<file path="src/rtl/fetch_pc_ctrl.sv">
// Fetch sequencer: owns PC_F, picks the next PC (sequential/branch/exception/ERET),
// drives the ROM word index and flags address errors and wrong-path kills.
module fetch_pc_ctrl #(
    parameter logic [31:0] RESET_PC   = 32'h0000_3000,
    parameter logic [31:0] EXC_VECTOR = 32'h0000_4180,
    parameter logic [31:0] IM_BASE    = 32'h0000_3000,
    parameter int          IM_WORDS   = 2048,
    localparam int         AW         = $clog2(IM_WORDS)
) (
    input  logic          clk,
    input  logic          reset_n,
    input  logic          stall,
    input  logic          br_valid,
    input  logic [31:0]   br_target,
    input  logic          exc_req,
    input  logic          eret_req,
    input  logic [31:0]   epc,
    output logic [31:0]   PC_F,
    output logic [AW-1:0] im_index,
    output logic          fetch_valid,
    output logic          adel_F,
    output logic          flush_D,
    output logic [31:0]   fetch_count
);

    typedef enum logic [1:0] {BOOT = 2'd0, RUN = 2'd1, ERR = 2'd2} state_t;

    localparam logic [31:0] IM_LAST = IM_BASE + 32'(4 * IM_WORDS) - 32'd4;

    state_t      state, state_n;
    logic [31:0] pc_n;
    logic        redirect;

    assign redirect    = exc_req | eret_req;
    assign flush_D     = redirect & (state != BOOT);
    assign adel_F      = (state != BOOT) &
                         ((PC_F[1:0] != 2'b00) | (PC_F < IM_BASE) | (PC_F > IM_LAST));
    assign fetch_valid = (state == RUN) & ~adel_F;
    // Index is driven even for bad PCs; consumers qualify with fetch_valid.
    assign im_index    = AW'((PC_F - IM_BASE) >> 2);

    always_comb begin
        state_n = state;
        pc_n    = PC_F;
        unique case (state)
            BOOT: state_n = RUN;
            RUN, ERR: begin
                if (exc_req) begin
                    pc_n    = EXC_VECTOR;
                    state_n = RUN;
                end else if (eret_req) begin
                    pc_n    = epc;
                    state_n = RUN;
                end else if (state == RUN && !stall) begin
                    // A bad PC parks the fetcher until CP0 redirects it.
                    if (adel_F)        state_n = ERR;
                    else if (br_valid) pc_n    = br_target;
                    else               pc_n    = PC_F + 32'd4;
                end
            end
            default: state_n = BOOT;
        endcase
    end

    always_ff @(posedge clk or negedge reset_n) begin
        if (!reset_n) begin
            state       <= BOOT;
            PC_F        <= RESET_PC;
            fetch_count <= '0;
        end else begin
            state <= state_n;
            PC_F  <= pc_n;
            if (fetch_valid && !stall && !flush_D)
                fetch_count <= fetch_count + 32'd1;
        end
    end

endmodule

</file>
<file path="config.mk">
export PLATFORM = sky130hd
export DESIGN_NAME = fetch_pc_ctrl
export DESIGN_NICKNAME = d
export VERILOG_FILES = /design/src/rtl/fetch_pc_ctrl.sv
export SDC_FILE = /design/constraint.sdc
export NUM_CORES = 1
export LEC_CHECK = 0
export CAP_MARGIN = 20
export CORE_ASPECT_RATIO = 0.75
export CORE_MARGIN = 3
export CORE_UTILIZATION = 49
export CTS_CLUSTER_SIZE = 24
export DETAILED_ROUTE_END_ITERATION = 16
export GPL_ROUTABILITY_DRIVEN = 0
export GPL_TIMING_DRIVEN = 0
export PLACE_DENSITY_LB_ADDON = 0.05
export SYNTH_ARGS = -nofsm -noshare
export SYNTH_HDL_FRONTEND = slang
export SYNTH_SLANG_ARGS = --single-unit
</file>
<file path="constraint.sdc">
create_clock -name clk -period 6.8 [get_ports clk]
set_clock_uncertainty 0.05 [all_clocks]
set_input_delay 2.04 -clock clk [delete_from_list [all_inputs] [get_ports clk]]
set_output_delay 2.04 -clock clk [all_outputs]
set_load 0.01 [all_outputs]
</file>
==> impl_metrics.csv, run 1 <==
group,metric,value,unit
clock_tree,clk_pin_slew,80,ps
worst_setup_path,worstSetupPathType,"in -> out",
clock_tree,clockBufferDepth,2,
global_route,grt_pass1_vias,4467,
timing,slew_violations,0,
cells_and_area,nets,686,
logic_synthesis,syn_nets,531,
worst_setup_path,crit_buf_inv,2,
clock_tree,htreeDepth,3,
worst_setup_path,start_kind,"input pin",
die,chipHeight,84.5,um
route,highest_layer,"met4",
worst_setup_path,arrival,3300,ps
global_route,gr-total-overflow,0,
global_route,grt_pass1_wl,22.5,mm
worst_setup_path,path_cells,"clkbuf_1, nor2_1, nor2_1, clkdlybuf4s50_1",
route,dr.pass1.iters,8,
logic_synthesis,yosysWarnings,0,
route,via_per_inst,6.20,
logic_synthesis,ys_types,56,
die,fp.dieW,111,um
logic_synthesis,netlist_area,4030,um^2
logic_synthesis,synth_area_leaders,"dfrtp_1 (40%), xnor2_1 (5.0%), a21oi_1 (4.3%)",
logic_synthesis,seq_area_frac_synth,0.411,
flow_run,drv_cap,0,
worst_setup_path,slowest_delay,550,ps
worst_setup_path,crit_path_max_fanout,9,
timing,post-route-period-util,0.792,
timing,period_minus_slack,5390,ps
timing,rsz0062_at_grt,"false",
power,report.power.total,2.01,mW
logic_synthesis,yosys.area.top_type,"dfrtp_1",
clock_tree,cts-root-buf,"clkbuf_8",
logic_synthesis,synth_edf_count,0,
timing,hold_viol,0,
timing,relSlewSlack,0.437,
route,ant_nets,0,
logic_synthesis,async_reset_ff_frac,1.00,
clock_tree,cts_resized,0,
route,routedWlPerCell,19.4,um
die,std_cell_rows,27,
worst_setup_path,cp_slowest_cell,"clkdlybuf4s50_1",
route,drc,0,
logic_synthesis,synthCells,456,
global_route,antenna_found_initial,0,
die,ios,148,
global_route,grt_use_total,0.297,
placed_design,portBuffers,144,
route,drt_iter0_drc,474,
route,wl,13.9,mm
min_path,hp-class,"reg -> reg",
route,wl_met1,5.64,mm
status,status,"complete, no violations",
clock_tree,cts_tree,"done",
clock_tree,cts_hold_repair.buffers,0,
logic_synthesis,synth_top_area_frac,0.398,
cells_and_area,antenna_cells,0,
route,vias,4445,
clock_tree,clk_latency,360,ps
timing,fin_setup_tns,0,ps
clock_tree,post-cts-setup-buffers,0,
logic_synthesis,ys_ff_latch,66,
route,wl_met3,1.67,mm
logic_synthesis,synth_flop_cell,"dfrtp_1",
logic_synthesis,avgSynthCellArea,8.84,um^2
worst_setup_path,critPathCaptureType,"primary output",
power,powerDensity,344,nW/um^2
worst_setup_path,critPathRequiredTime,4710,ps
die,core-area,7670,um^2
clock_tree,cts_buffers,9,
worst_setup_path,critPathMostFrequentCell,"nor2_1",
clock_tree,clock-sinks,66,
timing,fmaxAchievable,186,MHz
power,p_leak,2.35,nW
timing,worst_pin_slew,844,ps
timing,finalSetupViolCount,0,
global_route,grt_start_max_net_pins,67,
die,initial_core_util,0.525,
cells_and_area,area_growth,44.9,%
die,die_area,9360,um^2
power,peakVddDrop,0.247,mV
cells_and_area,drive_gt1_frac,0.0633,
route,dr_wl_met2,6.18,mm
placed_design,dp_hpwl,10.3,mm
worst_setup_path,critPathTopFamily,"buffers and inverters",
==> report_power, final <==
| part | internal, mW | switching (mW) | leakage, nW |
|---|---|---|---|
| clock network | 0.245 | 0.169 | 0.117 |
| registers | 0.507 | 0.190 | 0.857 |
| logic | 0.481 | 0.416 | 1.38 |
| total | 1.23 | 0.776 | 2.35 |
==> cell type report <==
cell class | instances | area, um^2
Buffer | 36 | 176
Clock buffer | 10 | 128
Clock inverter | 6 | 115
Fill cell | 570 | 1830
Inverter | 7 | 26.3
Multi-Input combinational cell | 347 | 2170
Sequential cell | 66 | 1650
Tap cell | 101 | 126
Timing Repair Buffer | 144 | 1440
==> layer usage <==
layer  GRT usage  up-vias
li1            -     1996
met1       0.380     2087
met2       0.461      308
met3       0.115       54
met4       0.111        0
met5           0        -
==> cell families (layout without fill, tap and decap cells) <==
logic type                 Yosys count  in the layout  share of synthesized area
AOI/OAI and AO/OA                  129            129                      0.216
xor gates and xnor gates            36             36                     0.0783
adders and majority gates            5              5                     0.0155
buffers and inverters               43            203                     0.0503
DFF                                 66             66                      0.411
muxes                                6              6                     0.0152
and+or+nand+nor                    171            171                      0.214
==> cell usage after synthesis (all sizes together), types with 2 or more instances <==
| library cell | number |
|---|---|
| dfrtp | 64 |
| nor2 | 43 |
| nand2 | 40 |
| a21oi | 35 |
| xnor2 | 23 |
| clkbuf | 22 |
| nand3 | 21 |
| o21ai | 20 |
| buf | 14 |
| nand4 | 13 |
| xor2 | 13 |
| o22a | 12 |
| nor3 | 11 |
| o22ai | 11 |
| and3 | 9 |
| o31ai | 7 |
| a31oi | 6 |
| and2 | 6 |
| and4 | 6 |
| inv | 6 |
| ha | 5 |
| mux2i | 5 |
| nor2b | 5 |
| nor4 | 5 |
| a22o | 4 |
| a41oi | 4 |
| o221ai | 4 |
| o41ai | 4 |
| a211oi | 3 |
| a221oi | 3 |
| a22oi | 3 |
| a311oi | 3 |
| nand2b | 3 |
| or4 | 3 |
| dfstp | 2 |
| o31a | 2 |
| or3 | 2 |
==> worst paths after layout <==
kind | startpoint | endpoint | slack, ps | cells after the start
max reg2reg | PC_F[12]$_DFFE_PN1P_ | PC_F[1]$_DFFE_PN0P_ | 4080 | 8
max in group asynchronous | reset_n | PC_F[8]$_DFFE_PN0P_ | 4410 | 1
max | eret_req | flush_D | 1410 | 4
min reg2reg | fetch_count[22]$_DFFE_PN0P_ | fetch_count[22]$_DFFE_PN0P_ | 440 | 1
min | fetch_count[22]$_DFFE_PN0P_ | fetch_count[22]$_DFFE_PN0P_ | 440 | 1
min in group asynchronous | reset_n | PC_F[14]$_DFFE_PN0P_ | 1730 | 1
==> metrics by stage <==
stage          instance area, um^2  std cells  hold WS [ps]   util  worst slack (ps)
2_1_floorplan                 4030        456           458      -              2140
4_1_cts                       5840        717           446  0.761              1440
3_3_place_gp                  5600        701           429  0.730              1420
5_1_grt                       5840        717           465  0.761              1370
3_5_place_dp                  5590        701           434  0.729              1440
6_report                      5840        717           440  0.761              1410
==> worst register-to-register path: stages (launching register included) <==
cell and delay (ps):
dfstp_2 530, buf_2 200, nor3b_1 70, o2111a_1 310, a2111o_1 400, nand2_1 170, clkbuf_1 490, o21ai_0 190
a22o_1 210
==> sequential cells by signal, summed over array words and instances, names as in the netlist <==
| register | flops |
|---|---|
| fetch_count | 32 |
| state | 2 |
| PC_F | 32 |
==> cell usage in the layout (no fill, tap or decap), drive strengths merged, types with 9 or more instances in the layout <==
cell	synthesis	final
o22ai	11	11
nand4	13	13
nor3	11	11
buf	14	15
nor2	43	43
nand2	40	40
nand3	21	21
xnor2	23	23
and3	9	9
o21ai	20	20
xor2	13	13
o22a	12	12
a21oi	35	35
clkdlybuf4s50	0	143
dfrtp	64	64
clkbuf	22	32
Power figures use the tool's default switching activity.
==> inputs of run 2 (changes only) <==
CORE_UTILIZATION = 41   (was 49)
clock period = 4.4 ns   (was 6.8 ns; I/O delays follow)
==> run 2 against run 1 <==
Effect of this change: hold slack got worse by 3.1 ps; critical endpoint unchanged; flip-flop and latch count unchanged; largest cell class unchanged; combinational power grew 55%; critical path depth unchanged; register-to-register slack worse by 2400 ps.
==> impl_metrics.csv, run 2 (synthesized netlist as in run 1, its figures left out) <==
group,metric,value,unit
clock_tree,cts_tree,"done",
worst_setup_path,crit_buf_inv,2,
cells_and_area,antenna_cells,0,
clock_tree,clk_pin_slew,60,ps
power,powerDensity,550,nW/um^2
global_route,grt_pass1_wl,23.1,mm
flow_run,drv_cap,0,
die,fp.dieW,120,um
die,std_cell_rows,30,
worst_setup_path,path_cells,"clkbuf_1, nor2_1, nor2_1, clkdlybuf4s50_1",
route,drt_iter0_drc,466,
timing,relSlewSlack,0.422,
timing,period_minus_slack,4050,ps
cells_and_area,top_regs,"PC_F (32), fetch_count (32), state (2)",
cells_and_area,area_growth,47.9,%
clock_tree,cts-root-buf,"clkbuf_16",
route,drc,0,
min_path,hp-class,"reg -> reg",
route,vias,4438,
route,via_per_inst,5.97,
global_route,grt_start_max_net_pins,67,
route,wl_met1,6.24,mm
route,wl,14.9,mm
clock_tree,clk_latency,340,ps
global_route,grt_use_total,0.266,
cells_and_area,seqCellArea,1650,um^2
timing,fmaxAchievable,247,MHz
clock_tree,post-cts-setup-buffers,0,
die,ios,148,
cells_and_area,drive_gt1_frac,0.0649,
clock_tree,cts_hold_repair.buffers,0,
timing,worst_pin_slew,867,ps
route,routedWlPerCell,20.0,um
worst_setup_path,critPathMostFrequentCell,"nor2_1",
clock_tree,cts_resized,0,
worst_setup_path,crit_path_max_fanout,8,
timing,holdWs,437,ps
placed_design,dp_hpwl,10.8,mm
placed_design,dp_slack,340,ps
placed_design,placed_area,5630,um^2
worst_setup_path,arrival,2680,ps
worst_setup_path,critPathCaptureType,"primary output",
cells_and_area,multi_input_area,2170,um^2
clock_tree,cts_buffers,9,
cells_and_area,post-route-util,0.640,
worst_setup_path,critPathTopFamily,"buffers and inverters",
power,p_leak,2.39,nW
cells_and_area,mostFrequentLayoutCell,"clkdlybuf4s50_1",
global_route,gr-total-overflow,0,
placed_design,portBuffers,144,
die,die_area,11100,um^2
cells_and_area,nets,686,
timing,hold_viol,0,
clock_tree,clock-sinks,66,
die,core-area,9310,um^2
cells_and_area,stdcell_area,5960,um^2
route,ant_nets,0,
timing,rsz0062_at_grt,"false",
global_route,antenna_found_initial,0,
route,dr.pass1.iters,6,
worst_setup_path,slowest_delay,560,ps
timing,finalSetupViolCount,0,
worst_setup_path,critPathRequiredTime,3030,ps
worst_setup_path,start_kind,"input pin",
status,status,"complete, no violations",
clock_tree,htreeDepth,3,
clock_tree,clockBufferDepth,2,
timing,slew_violations,0,
global_route,grt_pass1_vias,4228,
power,peakVddDrop,0.334,mV
route,wl_met3,1.85,mm
die,chipHeight,91.8,um
worst_setup_path,cp_slowest_cell,"clkdlybuf4s50_1",
route,dr_wl_met2,6.53,mm
timing,setup_slack,347,ps
timing,post-route-period-util,0.921,
cells_and_area,n_fill_cell,807,
worst_setup_path,worstSetupPathType,"in -> out",
die,initial_core_util,0.433,
route,highest_layer,"met4",
cells_and_area,final_cell_mix,"clkdlybuf4s50_1 (143), dfrtp_1 (64), nor2_1 (43)",
-- run 2: where the power goes --
part,leakage [nW],internal (mW),total [mW],switching (mW)
combinational,1.38,0.741,1.39,0.645
clock,0.159,0.513,0.803,0.290
sequential,0.857,0.785,1.09,0.300
total,2.39,2.04,3.27,1.24
-- run 2: area by class of cell --
type / count / area share
multi-input combinational: 347 / 0.365
sequential: 66 / 0.278
timing repair buffer: 144 / 0.242
clock buffer: 10 / 0.0401
buffer: 36 / 0.0296
tap: 128 / 0.0269
clock inverter: 6 / 0.0151
inverter: 7 / 0.00441
-- run 2: worst reg2reg max path, cell delays in order, from the launching register on --
cell and delay (ps):
dfstp_2 520, buf_2 190, nor3b_1 80, o2111a_1 290
a2111o_1 400, nand2_1 230, clkbuf_1 460, o21ai_0 180
a22o_1 200
-- run 2: stage by stage --
stage,setup TNS (ps),std cells,power (mW)
CTS,0,744,3.26
global placement,-22870,728,2.42
global route,0,744,3.43
finish,0,744,3.27
detailed placement,0,728,2.45
floorplan,0,456,1.68
-- run 2: layer usage --
metal	track usage	vias to the layer above
li1	-	1995
met1	0.369	2106
met2	0.397	305
met3	0.0999	32
met4	0.0547	0
met5	0	-
-- run 2: path summary, 6_finish.rpt --
kind                                        startpoint                     endpoint  slack [ps]  depth (start not counted)
min reg2reg                fetch_count[22]$_DFFE_PN0P_  fetch_count[22]$_DFFE_PN0P_         440                          1
min in group asynchronous                      reset_n         PC_F[14]$_DFFE_PN0P_        1050                          1
max reg2reg                       PC_F[12]$_DFFE_PN1P_          PC_F[1]$_DFFE_PN0P_        1690                          8
min                        fetch_count[22]$_DFFE_PN0P_  fetch_count[22]$_DFFE_PN0P_         440                          1
max in group asynchronous                      reset_n  fetch_count[15]$_DFFE_PN0P_        2690                          1
max                                            exc_req                      flush_D         350                          4
==> inputs of run 3 (changes only) <==
CTS_CLUSTER_SIZE = 10   (was 24)
RECOVER_POWER = 25   (was unset)
==> run 3 against run 2 <==
Effect of this change: the run now ends with capacitance limit, slew limit left; hold slack stayed put; wire length stayed put; clock power hardly changed; sequential share of layout area hardly changed; via count stayed put; non-clock buffer count stayed put; flip-flop and latch count stayed put; cell area hardly changed; final cell count stayed put; maximum frequency stayed put; critical endpoint unchanged.
==> impl_metrics.csv, run 3 (synthesized netlist as in run 1, its figures left out) <==
group,metric,value,unit
worst_setup_path,reg2reg_slack,1690,ps
timing,finalSetupViolCount,0,
power,p_clk_frac,0.245,
cells_and_area,final_cell_mix,"clkdlybuf4s50_1 (143), dfrtp_1 (64), nor2_1 (43)",
die,chipHeight,91.8,um
cells_and_area,final_cells,744,
timing,worst_pin_slew,1700,ps
die,std_cell_rows,30,
placed_design,dp_slack,340,ps
worst_setup_path,critPathCaptureType,"primary output",
die,fp.dieW,120,um
worst_setup_path,crit_path_max_fanout,8,
clock_tree,cts_tree,"done",
power,p_sw_frac,0.377,
flow_run,drv_cap,1,
power,p_seq_frac,0.331,
worst_setup_path,critPathRequiredTime,3030,ps
cells_and_area,stdcell_area,5950,um^2
min_path,hp-class,"reg -> reg",
clock_tree,cts_resized,0,
route,routedWlPerCell,20.0,um
die,core-area,9310,um^2
global_route,grt_pass1_wl,23.1,mm
timing,fmaxAchievable,247,MHz
route,wl,14.9,mm
timing,holdWs,437,ps
worst_setup_path,arrival,2680,ps
timing,slew_violations,67,
clock_tree,clk_pin_slew,60,ps
timing,setup_slack,347,ps
cells_and_area,antenna_cells,0,
clock_tree,htreeDepth,3,
power,report.power.total,3.27,mW
clock_tree,cts_hold_repair.buffers,0,
cells_and_area,nets,686,
route,via_per_inst,5.97,
clock_tree,post-cts-setup-buffers,0,
cells_and_area,post-route-util,0.640,
global_route,antenna_found_initial,0,
route,ant_nets,0,
power,pwr-share-comb,0.423,
clock_tree,clock-sinks,66,
die,ios,148,
status,violations,"capacitance limit, slew limit",
worst_setup_path,start_kind,"input pin",
global_route,grt_pass1_vias,4228,
clock_tree,cts-root-buf,"clkbuf_16",
route,drc,0,
clock_tree,clk_latency,340,ps
timing,post-route-period-util,0.921,
power,p_leak,2.39,nW
worst_setup_path,worstSetupPathType,"in -> out",
power,power_switching,1.24,mW
power,powerDensity,550,nW/um^2
cells_and_area,mostFrequentLayoutCell,"clkdlybuf4s50_1",
power,peakVddDrop,0.334,mV
cells_and_area,area_growth,47.8,%
die,initial_core_util,0.433,
min_path,min_path_cells,1,
timing,hold_viol,0,
power,p_int,2.04,mW
cells_and_area,drive_gt1_frac,0.0649,
worst_setup_path,rr_worst_depth,8,
timing,relSlewSlack,-0.134,
status,status,"finished, violations left",
cells_and_area,top_regs,"PC_F (32), fetch_count (32), state (2)",
timing,fin_setup_tns,0,ps
global_route,gr-total-overflow,0,
global_route,grt_use_total,0.266,
route,vias,4438,
route,dr.pass1.iters,6,
placed_design,dp_hpwl,10.8,mm
die,die_area,11100,um^2
timing,rsz0062_at_grt,"false",
global_route,grt_start_max_net_pins,67,
route,drt_iter0_drc,466,
timing,period_minus_slack,4050,ps
placed_design,portBuffers,144,
placed_design,placed_area,5630,um^2
placed_design,place_inst,728,
clock_tree,clockBufferDepth,2,
clock_tree,cts_buffers,9,
run 3: per-layer routing:
metal	track usage	share of wire	vias up
li1	-	-	1995
met1	0.369	0.42	2106
met2	0.397	0.44	305
met3	0.0999	0.12	32
met4	0.0547	0.018	0
met5	0	0	-
run 3: worst paths after layout:
path	startpoint	to
worst max register to register	PC_F[12]$_DFFE_PN1P_	PC_F[1]$_DFFE_PN0P_
min in group asynchronous	reset_n	PC_F[14]$_DFFE_PN0P_
worst min register to register	fetch_count[22]$_DFFE_PN0P_	fetch_count[22]$_DFFE_PN0P_
max in group asynchronous	reset_n	fetch_count[15]$_DFFE_PN0P_
worst max-delay path	exc_req	flush_D
worst min-delay path	fetch_count[22]$_DFFE_PN0P_	fetch_count[22]$_DFFE_PN0P_
run 3: area by class of cell:
cell class,instances,area (um^2)
fillers,808,3350
flip-flops and latches,66,1650
clock buffers,10,239
clock inverters,6,90.1
repair buffers,144,1440
inverters,7,26.3
well taps,128,160
multi-input cells,347,2170
plain buffers,36,176
run 3: power groups by stage:
stage | registers [mW] | clock network (mW) | logic (mW)
5_1_grt | 1.11 | 0.830 | 1.49
4_1_cts | 1.07 | 0.808 | 1.39
3_3_place_gp | 1.07 | 0 | 1.36
2_1_floorplan | 1.08 | 0 | 0.605
6_report | 1.09 | 0.803 | 1.39
3_5_place_dp | 1.08 | 0 | 1.38
run 3: worst max-delay path, cell delays in order:
cell             delay, ps
clkbuf_1               430
nor2_1                 240
nor2_1                 130
clkdlybuf4s50_1        560
